## config.mk

```make
export PLATFORM = sky130hd
export DESIGN_NAME = sdram_burst_reader
export DESIGN_NICKNAME = d
export VERILOG_FILES = /design/src/rtl/sdram_burst_reader.sv
export SDC_FILE = /design/constraint.sdc
export NUM_CORES = 1
export LEC_CHECK = 0
export CAP_MARGIN = 20
export CORE_MARGIN = 3
export CORE_UTILIZATION = 49
export CTS_BUF_LIST = sky130_fd_sc_hd__clkbuf_4 sky130_fd_sc_hd__clkbuf_8
export CTS_CLUSTER_SIZE = 10
export DETAILED_ROUTE_END_ITERATION = 8
export DONT_BUFFER_PORTS = 1
export MAX_ROUTING_LAYER = met4
export PLACE_DENSITY = 0.67
export SETUP_SLACK_MARGIN = 0.3
export SYNTH_ARGS = -nofsm -noshare
export SYNTH_HDL_FRONTEND = slang
export SYNTH_SLANG_ARGS = --single-unit
```

## constraint.sdc

```tcl
create_clock -name systemClock -period 7.6 [get_ports systemClock]
set_clock_uncertainty 0.2 [all_clocks]
set_input_delay 1.9 -clock systemClock [delete_from_list [all_inputs] [get_ports systemClock]]
set_output_delay 1.9 -clock systemClock [all_outputs]
set_load 0.1 [all_outputs]
```

## src/rtl/sdram_burst_reader.sv

```systemverilog
// sdram_burst_reader: bus-master read DMA feeding a first-word-fall-through FIFO.
// A burst is requested only once the FIFO has room for all of it, so the
// block never has to stall the slave mid-burst.
module sdram_burst_reader #(
    parameter int FIFO_DEPTH = 32,
    parameter int MAX_BURST  = 16,
    parameter int TIMEOUT    = 255
) (
    input  logic                            systemClock,
    input  logic                            systemResetN,
    input  logic                            startIn,
    input  logic [31:0]                     baseAddressIn,
    input  logic [15:0]                     wordCountIn,
    output logic                            activeOut,
    output logic                            doneOut,
    output logic                            errorOut,
    output logic                            requestBusOut,
    input  logic                            busGrantIn,
    output logic                            beginTransactionOut,
    output logic [31:0]                     addressDataOut,
    output logic [3:0]                      byteEnablesOut,
    output logic                            readNotWriteOut,
    output logic [7:0]                      burstSizeOut,
    input  logic [31:0]                     addressDataIn,
    input  logic                            dataValidIn,
    input  logic                            endTransactionIn,
    input  logic                            busErrorIn,
    input  logic                            fifoPopIn,
    output logic [31:0]                     fifoDataOut,
    output logic                            fifoEmptyOut,
    output logic [$clog2(FIFO_DEPTH):0]     fifoLevelOut
);
    localparam int AW = $clog2(FIFO_DEPTH);
    localparam int LW = AW + 1;
    localparam logic [AW-1:0] ONE_P = 1;
    localparam logic [LW-1:0] ONE_L = 1;

    typedef enum logic [2:0] {
        S_IDLE, S_WAIT, S_REQ, S_BEGIN, S_DATA, S_FINISH, S_ERROR
    } state_t;

    state_t        r_state;
    logic [31:0]   r_addr;
    logic [15:0]   r_remain;
    logic [8:0]    r_len;
    logic [8:0]    r_rcv;
    logic [15:0]   r_tmo;

    logic [31:0]   r_mem [FIFO_DEPTH];
    logic [AW-1:0] r_wptr;
    logic [AW-1:0] r_rptr;
    logic [LW-1:0] r_level;

    logic          w_push;
    logic          w_pop;
    logic [8:0]    w_len;
    logic [16:0]   w_free;
    logic          w_space_ok;
    logic [8:0]    w_rcv_now;
    logic [15:0]   w_remain_next;
    logic          w_tmo_hit;

    // Burst sizing, free-space check and end-of-burst bookkeeping
    always_comb begin
        w_push        = (r_state == S_DATA) && dataValidIn && !busErrorIn;
        w_pop         = fifoPopIn && (r_level != '0);
        w_len         = (r_remain > 16'(MAX_BURST)) ? 9'(MAX_BURST) : r_remain[8:0];
        // a pop in this cycle already counts as free space
        w_free        = 17'(FIFO_DEPTH) - 17'(r_level) + 17'(w_pop);
        w_space_ok    = w_free >= 17'(w_len);
        w_rcv_now     = r_rcv + 9'(dataValidIn);
        w_remain_next = (16'(w_rcv_now) >= r_remain) ? 16'd0 : r_remain - 16'(w_rcv_now);
        w_tmo_hit     = r_tmo == 16'(TIMEOUT);
    end

    // Transfer FSM with registered bus and status outputs
    always_ff @(posedge systemClock or negedge systemResetN) begin
        if (!systemResetN) begin
            r_state             <= S_IDLE;
            r_addr              <= '0;
            r_remain            <= '0;
            r_len               <= '0;
            r_rcv               <= '0;
            r_tmo               <= '0;
            activeOut           <= 1'b0;
            doneOut             <= 1'b0;
            errorOut            <= 1'b0;
            requestBusOut       <= 1'b0;
            beginTransactionOut <= 1'b0;
            addressDataOut      <= '0;
            byteEnablesOut      <= '0;
            readNotWriteOut     <= 1'b0;
            burstSizeOut        <= '0;
        end else begin
            doneOut             <= 1'b0;
            beginTransactionOut <= 1'b0;
            addressDataOut      <= '0;
            byteEnablesOut      <= '0;
            readNotWriteOut     <= 1'b0;
            burstSizeOut        <= '0;
            case (r_state)
                S_IDLE: begin
                    if (startIn) begin
                        errorOut <= 1'b0;
                        if (wordCountIn != 16'd0) begin
                            r_addr    <= baseAddressIn;
                            r_remain  <= wordCountIn;
                            activeOut <= 1'b1;
                            r_state   <= S_WAIT;
                        end else begin
                            doneOut <= 1'b1;
                        end
                    end
                end
                S_WAIT: begin
                    if (w_space_ok) begin
                        r_len         <= w_len;
                        requestBusOut <= 1'b1;
                        r_state       <= S_REQ;
                    end
                end
                S_REQ: begin
                    if (busGrantIn) begin
                        beginTransactionOut <= 1'b1;
                        addressDataOut      <= r_addr;
                        byteEnablesOut      <= 4'hF;
                        readNotWriteOut     <= 1'b1;
                        burstSizeOut        <= 8'(r_len - 9'd1);
                        r_rcv               <= '0;
                        // timeout counts cycles from the begin strobe onward
                        r_tmo               <= '0;
                        r_state             <= S_BEGIN;
                    end
                end
                S_BEGIN: begin
                    r_tmo   <= r_tmo + 16'd1;
                    r_state <= S_DATA;
                end
                S_DATA: begin
                    r_tmo <= r_tmo + 16'd1;
                    if (dataValidIn) r_rcv <= w_rcv_now;
                    if (busErrorIn || w_tmo_hit) begin
                        errorOut      <= 1'b1;
                        requestBusOut <= 1'b0;
                        activeOut     <= 1'b0;
                        r_state       <= S_ERROR;
                    end else if (endTransactionIn) begin
                        r_remain      <= w_remain_next;
                        r_addr        <= r_addr + {21'd0, r_len, 2'b00};
                        requestBusOut <= 1'b0;
                        if (w_remain_next == 16'd0) begin
                            doneOut   <= 1'b1;
                            activeOut <= 1'b0;
                            r_state   <= S_FINISH;
                        end else begin
                            r_state <= S_WAIT;
                        end
                    end
                end
                S_FINISH: r_state <= S_IDLE;
                S_ERROR:  r_state <= S_IDLE;
                default:  r_state <= S_IDLE;
            endcase
        end
    end

    // FIFO pointers and fill level
    always_ff @(posedge systemClock or negedge systemResetN) begin
        if (!systemResetN) begin
            r_wptr  <= '0;
            r_rptr  <= '0;
            r_level <= '0;
        end else begin
            if (w_push) r_wptr <= r_wptr + ONE_P;
            if (w_pop)  r_rptr <= r_rptr + ONE_P;
            if (w_push && !w_pop)      r_level <= r_level + ONE_L;
            else if (!w_push && w_pop) r_level <= r_level - ONE_L;
        end
    end

    // FIFO storage; contents are qualified by the level, so no reset needed
    always_ff @(posedge systemClock) begin
        if (w_push) r_mem[r_wptr] <= addressDataIn;
    end

    assign fifoEmptyOut = (r_level == '0);
    assign fifoLevelOut = r_level;
    assign fifoDataOut  = fifoEmptyOut ? 32'd0 : r_mem[r_rptr];

endmodule
```

# --- Word level (Yosys, flattened, before mapping) ---
# Memory sizes are Yosys's and may differ from the RTL's.
# Cells that the tools add are included.
classes:
  muxes: 57
  magnitude_cmp: 3
  n_reduce_logical: 28
  eq_ne: 15
  addsub: 11
ops:
  columns: ["cell", "n"]
  rows:
  - ["$mux 32", 7]
  - ["$mux 16", 6]
  - ["$pmux 16 s2", 2]
  - ["$pmux 32 s2", 1]
  - ["$add 32x11->32", 1]
  - ["$mux 9", 3]
  - ["$mux 3", 7]
  - ["$mux 1", 19]
  - ["$pmux 9 s2", 1]
  - ["$ge 17x9->1", 1]
  - ["$add 16x1->16 const B", 1]
  - ["$eq 16x8->1 const B", 1]
  - ["$ge 9x16->1", 1]
  - ["$gt 16x5->1 const B", 1]
  - ["$logic_not 16->1", 1]
  - ["$mux 8", 2]
  - ["$reduce_bool 16->1", 1]
  - ["$sub 16x9->16", 1]
  - ["$pmux 3 s5", 1]
  - ["$reduce_and 5->1", 3]
  - ["$ne 2x2->1 const B", 7]
  - ["$mux 6", 2]
  - ["$add 5x1->5 const B", 2]
  - ["$reduce_bool 2->1", 5]
  - ["other kinds (23)", 37]
totals:
  out_inout_bits: 89
  ff_bits: 150
  inputBits: 88
  mem_bits_rw: 1024
  memories: 1
  elab_cells: 132
mem_list:
  columns: ["memory", "depth", "width", "read_ports", "rd_clocked_by_memory_dff", "write_ports", "line_no", "rtl"]
  rows:
  - ["r_mem", 32, 32, 1, 0, 1, "49", "logic [31:0] r_mem [FIFO_DEPTH];"]

# --- Longest topological paths before layout ---
# Gate-level depths: netlist of the first run.
depth:
  word_depth: 8
  ltp_mapped: 22
  depth_no_buf: 19

# --- Least setup slack after synthesis of the first run ---
# No wires, ideal clock.
synth_timing:
  kind: "register -> output"
  startpoint: "register r_level[0] (netlist: fifoLevelOut[0])"
  endpoint: "output fifoDataOut[22]"
  arrival_ns: 3.938
  t_required_ns: 5.500
  slack_ns: 1.562
  stages_incl_launch_ff: 8
  n_path_buf: 2
  path_cell_list: "dfrtp_1 -> inv_1 -> ha_1 -> clkbuf_1 -> nand2_1 -> nor3_1 -> clkbuf_1 -> nor2_1"
synth_between:
  elab_chain_len: 2
synth_lines:
  columns: ["item", "line_no", "rtl"]
  rows:
  - ["start, declared", "52", "logic [LW-1:0] r_level;"]
  - ["start signal, assigned", "176", "if (w_push && !w_pop) r_level <= r_level + ONE_L;"]
  - ["start signal, assigned", "177", "else if (!w_push && w_pop) r_level <= r_level - ONE_L;"]
  - ["$logic_not 6->1", "186", "assign fifoEmptyOut = (r_level == '0);"]
  - ["via fifoEmptyOut", "30", "output logic fifoEmptyOut,"]
  - ["$mux 32", "188", "assign fifoDataOut = fifoEmptyOut ? 32'd0 : r_mem[r_rptr];"]
  - ["end, declared", "29", "output logic [31:0] fifoDataOut,"]
# The timed path passes the listed nets, and every way through them passes these cells.

# --- Final worst setup path of the first run ---
layout_timing:
  startpoint: "register r_rptr[1]"
  endpoint: "output fifoDataOut[1]"
layout_between:
  elab_chain_len: 2
layout_lines:
  columns: ["item", "line_no", "rtl"]
  rows:
  - ["start, declared", "51", "logic [AW-1:0] r_rptr;"]
  - ["start signal, assigned", "175", "if (w_pop) r_rptr <= r_rptr + ONE_P;"]
  - ["$mem_v2 32x32", null, null]
  - ["$mux 32", "188", null]
# No other way between the ends.

==> flow_metrics.tcl, run 1 <==
set metrics [dict create \
    grt_antenna_before_repair 2 \
    num_rows 113 \
    crit_buf_inv 1 \
    run_status "finished clean" \
    synth_ff_type "edfxtp_1" \
    ys_top_cells_by_area "edfxtp_1 (65%), mux4_2 (15%), dfrtp_1 (7.7%)" \
    worst_slew_pin_slew_ns 1.141 \
    cts.root.buffer_cell "clkbuf_8" \
    synth_top_area_share_pct 64.94 \
    use_met3_pct 4.555 \
    r2r_end "r_len[0]$_DFFE_PN0P_" \
    fp.dieW_um 316.9 \
    drv.max_cap_violation_count 0 \
    yosysMostFrequentCell "edfxtp_1" \
    start_util_pct 49.61 \
    top_usage_layer "met2" \
    setup.worst_path.class "reg2out" \
    ir_drop_mv 0.5294 \
    cts_hold_buf 0 \
    slowest_delay_ns 1.01 \
    grt_overflow 0 \
    num_io_pins 177 \
    synth-edff-count 1024 \
    clk_latency_ns 0.84 \
    startpoint_type "register" \
    r2r_cells 19 \
    yosysSeqAreaShare_pct 72.66 \
    synth_area_per_cell_sq_um 19.41 \
    maxSlewHeadroom_pct 23.77 \
    cp.required_ns 5.50 \
    yosysUniqueCellTypes 81 \
    cts_max_path_buffers 3 \
    syn_area_sq_mm 0.04735 \
    rrSetupSlack_ns 2.16 \
    setup_ws_ns 1.237 \
    port_buffers 0 \
    drc 0 \
    min_path_type "reg2reg" \
    wire_per_inst_um 27.82 \
    timing.rr.start "fifoLevelOut[1]$_DFFE_PN0P_" \
    setup_viol 0 \
    wirelength_um 110800 \
    fillers 7085 \
    p_leak_nw 17.57 \
    num_vias 24400 \
    area_delta_synth_final_pct 12.46 \
    worstHoldEndpoint "addressDataOut[0]$_DFF_PN0_" \
    async_reset_ff_share_pct 12.48 \
    core_sq_mm 0.09544 \
    cts_sinks 1170 \
    fp.dieH_um 316.9 \
    drtIter0Drc 2554 \
    cp_slowest_cell "dfrtp_4" \
    synth_commonest_cells "edfxtp_1 (1024), mux4_2 (320), nor2_1 (149)" \
    grt_usage_pct 23.17 \
    gr-usage-met2_pct 36.60 \
    placed_area_sq_mm 0.04949 \
    clkSlewWorstSetupHoldPaths_ns 0.06 \
    worstHoldPathCells 1 \
    drive_gt1_share_pct 28.66 \
    grt_pass1_vias 25120 \
    vias_per_cell 6.123 \
    grt_use_met1_pct 31.02 \
    cts_tree "done" \
    finalNetCount 2717 \
    post-route-period-util_pct 83.72 \
    hold_violations 0 \
    post-cts-setup-buffer-count 0 \
    critPathTopFamily "multiplexers" \
    cp-end-kind "output port" \
    drt-pass1-iter-count 5 \
    synthCells 2440 \
    final_cell_area_sq_mm 0.05325 \
    grt_pass1_wl_um 164300 \
    path_cells "buf_4 > mux4_2 > mux4_2 > mux2i_1 > nor2_2" \
    fin_crit_ns 6.363 \
    hold_start "r_addr[0]$_DFFE_PN0P_" \
    path_max_fanout 54 \
    timing.fmax_mhz 157.2 \
    numCtsBuffers 185 \
    routabilityCongestion 0.8586 \
    dp_hpwl_um 61870 \
    rsz0062_at_grt "no" \
    powerDensity_mw_per_mm2 379.7 \
    dieArea_sq_mm 0.1004 \
    ys_seq_elements 1170 \
    grt_max_degree 147 \
    ys_warn_count 0 \
    cts_resized 0 \
    post-place-ws_ns 1.632 \
    fin_setup_tns_ns 0 \
    yosys.area.top_type "edfxtp_1" \
    htree_levels 4 \
    path_common_cell "mux4_2" \
    arrival_ns 4.26 \
    antenna_left 0 \
    maxSlewViolCount 0 \
]
## worst max path at each step
stage,from,end,slack [ns],cells past startpoint
after floorplan,fifoLevelOut[0]$_DFFE_PN0P_,fifoDataOut[22],1.56,7
after global placement,fifoPopIn,r_len[0]$_DFFE_PN0P_,1.67,14
after detailed placement,fifoPopIn,r_len[0]$_DFFE_PN0P_,1.63,14
after CTS,r_rptr[1]$_DFFE_PN0N_,fifoDataOut[1],1.17,5
after global routing,r_rptr[1]$_DFFE_PN0N_,fifoDataOut[1],0.99,5
final,r_rptr[1]$_DFFE_PN0N_,fifoDataOut[1],1.24,5
## per-layer routing
metal,vias up,routed length [um]
met5,-,0
met4,0,2363
met3,173,8040
met2,1021,55860
met1,12960,44580
li1,10250,-
## where the power goes
part	leakage (nW)	internal (mW)	switching (mW)
clock	1.93	2.75	2.45
combinational	4.59	2.67	4.23
sequential	11.0	7.24	0.882
## layout make-up
cell class                      instances  area, sq um  share of cell area [%]
Tap cell                             1265         1583                   2.972
Timing Repair Buffer                   73        865.8                   1.626
Sequential cell                      1170        34420                   64.64
Multi-Input combinational cell       1112        12620                   23.70
Clock inverter                         78        543.0                   1.020
Clock buffer                          247         3068                   5.761
Inverter                               38        142.6                  0.2679
Antenna cell                            2        5.005                0.009398
## cell usage in the layout, fill, tap and decap left out, types with 30 or more instances in the layout
cell      instances
a21oi_1          61
dfrtp_1         140
ha_1             46
clkbuf_4         53
and2_1           30
inv_1            38
nor2_2           33
nor2_1           85
mux4_2          320
nand3_1          39
mux2i_1          41
clkbuf_8        194
nand2_1          73
nor2_4           32
clkinv_1         37
buf_4            53
edfxtp_1       1024
o21ai_0          57
## cells by family after synthesis
family / Yosys count / share of synthesized area [%]
compound gates: 244 / 3.377
xor+xnor: 43 / 0.7954
fa+ha+maj: 50 / 1.364
buf+inv: 162 / 1.438
flops: 1170 / 72.66
mux: 367 / 16.23
other cells: 1 / 0.007920
simple gates: 403 / 4.130
## registers in the layout (all words and copies together) (netlist names)
signal / count
activeOut: 1
addressDataOut: 32
burstSizeOut: 8
byteEnablesOut: 1
doneOut: 1
errorOut: 1
fifoLevelOut: 6
r_addr: 32
r_len: 9
r_mem: 1024
r_rcv: 9
r_remain: 16
r_rptr: 5
r_state: 3
r_tmo: 16
r_wptr: 5
requestBusOut: 1
## through the flow
step / total power, mW / instances / hold WS, ns / util (%)
floorplan: 13.63 / 2444 / 0.2474 / -
global placement: 14.97 / 3645 / 0.2540 / 51.69
detailed placement: 15.18 / 3651 / 0.2652 / 51.85
CTS: 20.38 / 3976 / 0.2775 / 55.64
global route: 21.11 / 3985 / 0.2929 / 55.80
finish: 20.22 / 3985 / 0.2741 / 55.80
Power figures use the tool's default switching activity.
==> run 2: changes to the inputs <==
--- a/config.mk
+++ b/config.mk
@@ -13,7 +13,7 @@
 export DETAILED_ROUTE_END_ITERATION = 8
 export DONT_BUFFER_PORTS = 1
 export MAX_ROUTING_LAYER = met4
-export PLACE_DENSITY = 0.67
+export PLACE_DENSITY = 0.69
 export SETUP_SLACK_MARGIN = 0.3
 export SYNTH_ARGS = -nofsm -noshare
 export SYNTH_HDL_FRONTEND = slang
==> constraint.sdc (replaced) <==
create_clock -name systemClock -period 5.7 [get_ports systemClock]
set_clock_uncertainty 0.2 [all_clocks]
set_input_delay 1.425 -clock systemClock [delete_from_list [all_inputs] [get_ports systemClock]]
set_output_delay 1.425 -clock systemClock [all_outputs]
set_load 0.1 [all_outputs]
==> run 2 against run 1 <==
Combinational power up 43%. Total power rose by 36%. Critical path depth grew 2. Critical path type unchanged.
==> flow_metrics.tcl, run 2 (synthesis gave the netlist of run 1 again) <==
set metrics [dict create \
    arrival_ns 3.58 \
    path_cells "buf_12 > buf_12 > mux4_2 > mux4_2 > mux2i_1 > nor2_2 > buf_4" \
    drt-pass1-iter-count 8 \
    grt_antenna_before_repair 2 \
    hold_violations 0 \
    port_buffers 0 \
    drtIter0Drc 2698 \
    area_delta_synth_final_pct 13.80 \
    final_common_cell "edfxtp_1" \
    setup_viol 0 \
    worst_slew_pin_slew_ns 1.142 \
    drv.max_cap_violation_count 0 \
    ir_drop_mv 1.201 \
    fp.dieH_um 316.9 \
    dp_hpwl_um 64050 \
    maxSlewViolCount 0 \
    p_leak_nw 17.93 \
    cts_sinks 1170 \
    grt_max_degree 92 \
    largest_reg_flops 1024 \
    mostFrequentLayoutCells "edfxtp_1 (1024), mux4_2 (320), clkbuf_8 (189)" \
    num_io_pins 177 \
    regMostFlops "r_mem" \
    startpoint_type "register" \
    wirelength_um 112400 \
    fin_setup_tns_ns 0 \
    vias_per_cell 6.109 \
    top_usage_layer "met2" \
    maxSlewHeadroom_pct 23.75 \
    gr-usage-met2_pct 38.03 \
    num_vias 24810 \
    cts_max_path_buffers 3 \
    min_path_type "in2async" \
    drc 0 \
    path_max_fanout 54 \
    clk_latency_ns 0.86 \
    routabilityCongestion 0.8952 \
    run_status "finished clean" \
    cts.root.buffer_cell "clkbuf_8" \
    use_met3_pct 4.347 \
    grt_overflow 0 \
    fin_crit_ns 5.201 \
    cp_slowest_cell "dfrtp_4" \
    cp-end-kind "output port" \
    start_util_pct 49.61 \
    drive_gt1_share_pct 30.13 \
    setup.worst_path.class "reg2out" \
    wire_per_inst_um 27.66 \
    grt_use_met1_pct 31.39 \
    num_rows 113 \
    slowest_delay_ns 0.62 \
    powerDensity_mw_per_mm2 511.8 \
    numCtsBuffers 185 \
    antenna_left 0 \
    dieArea_sq_mm 0.1004 \
    cts_tree "done" \
    core_sq_mm 0.09544 \
    post-route-period-util_pct 91.25 \
    grt_pass1_vias 25680 \
    reg_top3 "r_mem x1024, addressDataOut x32, r_addr x32" \
    critPathTopFamily "multiplexers" \
    hold_ws_ns 0.2066 \
    rsz0062_at_grt "no" \
    grt_pass1_wl_um 168300 \
    timing.fmax_mhz 192.3 \
    cp.required_ns 4.07 \
    grt_usage_pct 23.67 \
    crit_buf_inv 3 \
    htree_levels 4 \
    finalNetCount 2781 \
    clkSlewWorstSetupHoldPaths_ns 0.06 \
    fp.dieW_um 316.9 \
    fillers 7008 \
]
run 2: cell types whose count changed in the layout (fill, tap and decap cells not counted), sizes merged:
cell,previous run,this run
inv,49,53
buf,73,134
bufinv,3,6
clkbuf,247,249
dlygate4sd3,0,3
clkinv,64,68
run 2: metal layers:
layer | share of wire, % | wire length, um | vias up
met5 | 0 | 0 | -
met2 | 51 | 56760 | 1076
met3 | 7.6 | 8508 | 221
met1 | 39 | 44230 | 13120
met4 | 2.5 | 2861 | 0
li1 | - | - | 10400
run 2: through the flow:
step | power, mW | instances | util, % | area (sq um) | worst slack, ns
4_1_cts | 27.78 | 4060 | 56.46 | 53880 | 0.3259
3_3_place_gp | 20.41 | 3711 | 52.38 | 49990 | 0.8360
2_1_floorplan | 18.17 | 2444 | - | 47360 | 0.1373
5_1_grt | 28.81 | 4062 | 56.46 | 53890 | 0.3271
3_5_place_dp | 20.57 | 3711 | 52.38 | 49990 | 0.8404
6_report | 27.58 | 4062 | 56.46 | 53890 | 0.4987
run 2: final timing paths:
path	start	endpoint	slack, ns	depth (start not counted)
setup / recovery	r_rptr[1]$_DFFE_PN0N_	fifoDataOut[18]	0.50	7
hold / removal	systemResetN	r_rcv[4]$_DFFE_PN0P_	0.21	1
setup reg to reg	fifoLevelOut[1]$_DFFE_PN0P_	r_len[3]$_DFFE_PN0P_	1.06	20
hold reg to reg	r_addr[1]$_DFFE_PN0P_	addressDataOut[1]$_DFF_PN0_	0.29	1
max in group asynchronous	systemResetN	r_remain[3]$_DFFE_PN0P_	3.89	1
min in group systemClock	r_addr[1]$_DFFE_PN0P_	addressDataOut[1]$_DFF_PN0_	0.29	1
run 2: repair_timing:
item / 4_1_cts / 5_1_grt
resized for setup: 2 / 0
setup endpoints to repair: 19 / 0
hold buffers: 5 / 0
endpoints found under the hold margin: 91 / 0
buffers inserted: 6 / 0
run 2: cell type report:
class | count | area (sq um) | area share, %
Tap cell | 1265 | 1583 | 2.937
Multi-Input combinational cell | 1112 | 12630 | 23.43
Clock inverter | 89 | 688.2 | 1.277
Clock buffer | 249 | 3052 | 5.663
Antenna cell | 2 | 5.005 | 0.009288
Sequential cell | 1170 | 34420 | 63.88
Timing Repair Buffer | 137 | 1366 | 2.536
Inverter | 38 | 142.6 | 0.2647
run 2: power breakdown:
part	switching [mW]	leakage, nW	internal (mW)	total (mW)
registers	0.961	11.0	9.65	10.6
logic	6.00	4.90	3.83	9.83
clock network	3.32	1.98	3.82	7.13
==> run 3: changes to the inputs <==
--- a/config.mk
+++ b/config.mk
@@ -9,6 +9,7 @@
 export CORE_MARGIN = 3
 export CORE_UTILIZATION = 49
 export CTS_BUF_LIST = sky130_fd_sc_hd__clkbuf_4 sky130_fd_sc_hd__clkbuf_8
+export CTS_CLUSTER_DIAMETER = 100
 export CTS_CLUSTER_SIZE = 10
 export DETAILED_ROUTE_END_ITERATION = 8
 export DONT_BUFFER_PORTS = 1
==> run 3 against run 2 <==
Core utilization shrank 1.7 points. Fmax shrank 0.10%. Sequential cell count is the same. First-iteration DRC count shrank 7.1%. Via count shrank 2.1%. Count of clock-buffer cells in the layout shrank 87. Sequential share of layout area grew 2.0 points. Total power shrank 7.2%. Setup slack lost 0.0054 ns. Hold slack lost 0.12 ns. Routed wire length shrank 1.2%.
==> flow_metrics.tcl, run 3 (synthesis gave the netlist of run 1 again) <==
set metrics [dict create \
    seq_area_sq_mm 0.03442 \
    path_max_fanout 24 \
    hold_ws_ns 0.08871 \
    post-route-period-util_pct 91.35 \
    power_frac_clock_pct 20.2 \
    grt_usage_pct 23.37 \
    fp.dieW_um 316.9 \
    drtIter0Drc 2507 \
    drive_gt1_share_pct 27.60 \
    rsz0062_at_grt "no" \
    num_rows 113 \
    dp.cells 3711 \
    grt_pass1_wl_um 166100 \
    area_delta_synth_final_pct 10.38 \
    wirelength_um 111100 \
    fp.dieH_um 316.9 \
    intPower_mw 15.83 \
    cts_max_path_buffers 3 \
    switching_share_pct 38.10 \
    power_frac_comb_pct 38.3 \
    critPathTopFamily "multiplexers" \
    reg_top3 "r_mem x1024, addressDataOut x32, r_addr x32" \
    grt_overflow 0 \
    multiInputGateArea_sq_mm 0.01263 \
    final_common_cell "edfxtp_1" \
    grt_antenna_before_repair 2 \
    final_cells 3894 \
    num_vias 24300 \
    cp-end-kind "output port" \
    cts_hold_buf 0 \
    cts_sinks 1170 \
    core_sq_mm 0.09544 \
    path_cells "buf_12 > buf_12 > mux4_2 > mux4_2 > mux2i_1 > nor2_2" \
    fin_crit_ns 5.207 \
    largest_reg_flops 1024 \
    fin_setup_tns_ns 0 \
    finalNetCount 2725 \
    power_mw 25.58 \
    dieArea_sq_mm 0.1004 \
    min_path_type "in2async" \
    maxSlewViolCount 0 \
    setup.worst_path.class "reg2out" \
    switchingPower_mw 9.746 \
    routabilityCongestion 0.8952 \
    num_io_pins 177 \
    clkSlewWorstSetupHoldPaths_ns 0.08 \
    mostFrequentLayoutCells "edfxtp_1 (1024), mux4_2 (320), dfrtp_1 (140)" \
    grt_pass1_vias 25110 \
    drc 0 \
    crit_buf_inv 2 \
    numCtsBuffers 134 \
    cp_slowest_cell "dfrtp_4" \
    cp.required_ns 4.07 \
    arrival_ns 3.58 \
    slowest_delay_ns 0.52 \
    drv.max_cap_violation_count 0 \
    regMostFlops "r_mem" \
    setup_viol 0 \
    drt-pass1-iter-count 5 \
    p_leak_nw 17.07 \
    ir_drop_mv 1.119 \
    vias_per_cell 6.240 \
    htree_levels 4 \
    wire_per_inst_um 28.52 \
    maxSlewHeadroom_pct 23.65 \
    grt_max_degree 147 \
    start_util_pct 49.61 \
    startpoint_type "register" \
    powerDensity_mw_per_mm2 489.4 \
    fillers 7151 \
    cts.root.buffer_cell "clkbuf_8" \
    seq_power_share_pct 41.5 \
    clk_latency_ns 0.83 \
    dp_hpwl_um 64050 \
    antenna_left 0 \
    cts_tree "done" \
    run_status "finished clean" \
    port_buffers 0 \
    worst_slew_pin_slew_ns 1.144 \
    hold_violations 0 \
    timing.fmax_mhz 192.1 \
]
==> run 3: cell count changes in the layout (fill, tap and decap cells not counted), sizes merged, moves of 3 or more <==
| cell | change |
|---|---|
| clkbuf | -87 |
| clkinv | -67 |
| bufinv | -6 |
| inv | -6 |
| clkinvlp | +3 |
| dlygate4sd3 | -3 |
==> run 3: what timing repair did <==
item	4_1_cts	5_1_grt
setup buffers	5	1
setup endpoints to repair	11	13
gates resized for setup	2	0
cloned	0	0
==> run 3: final timing paths <==
check                           slack (ns)                     endpoint  depth (start not counted)                         from
worst min-delay path                  0.09       r_addr[17]$_DFFE_PN0P_                          0                 systemResetN
worst max register to register        1.09         r_len[3]$_DFFE_PN0P_                         20  fifoLevelOut[1]$_DFFE_PN0P_
worst min register to register        0.29  addressDataOut[1]$_DFF_PN0_                          1        r_addr[1]$_DFFE_PN0P_
worst max-delay path                  0.49              fifoDataOut[13]                          6        r_rptr[0]$_DFFE_PN0N_
max in group asynchronous             4.97        r_rptr[2]$_DFFE_PN0N_                          0                 systemResetN
min in group systemClock              0.29  addressDataOut[1]$_DFF_PN0_                          1        r_addr[1]$_DFFE_PN0P_
==> run 3: layout make-up <==
cell class	count	area share [%]
diodes	2	0.009576
clock buffers	162	3.955
clock inverters	13	0.2394
inverters	38	0.2729
multi-input cells	1112	24.16
flip-flops and latches	1170	65.86
well taps	1265	3.028
repair buffers	132	2.473
==> run 3: power groups by stage <==
| stage | registers [mW] | clock network [mW] | logic [mW] |
|---|---|---|---|
| after floorplan | 10.6 | 0 | 7.55 |
| final | 10.6 | 5.18 | 9.80 |
| after CTS | 10.6 | 5.29 | 9.86 |
| after global routing | 10.6 | 5.67 | 10.4 |
| after detailed placement | 10.8 | 0 | 9.75 |
| after global placement | 10.8 | 0 | 9.62 |
==> run 3: metal layers <==
layer | global-route usage (%) | wire (um) | up-vias
met4 | 6.007 | 2337 | 0
met3 | 3.864 | 8008 | 171
met1 | 31.41 | 44180 | 12920
met5 | - | 0 | -
met2 | 37.72 | 56530 | 1044
li1 | - | - | 10170
==> run 3: through the flow <==
step / utilization [%] / setup WS (ns) / cell area (sq um)
6_report: 54.76 / 0.4933 / 52260
5_1_grt: 54.76 / 0.3409 / 52260
4_1_cts: 54.74 / 0.3161 / 52240
3_5_place_dp: 52.38 / 0.8404 / 49990
3_3_place_gp: 52.38 / 0.8360 / 49990
2_1_floorplan: - / 0.1373 / 47360
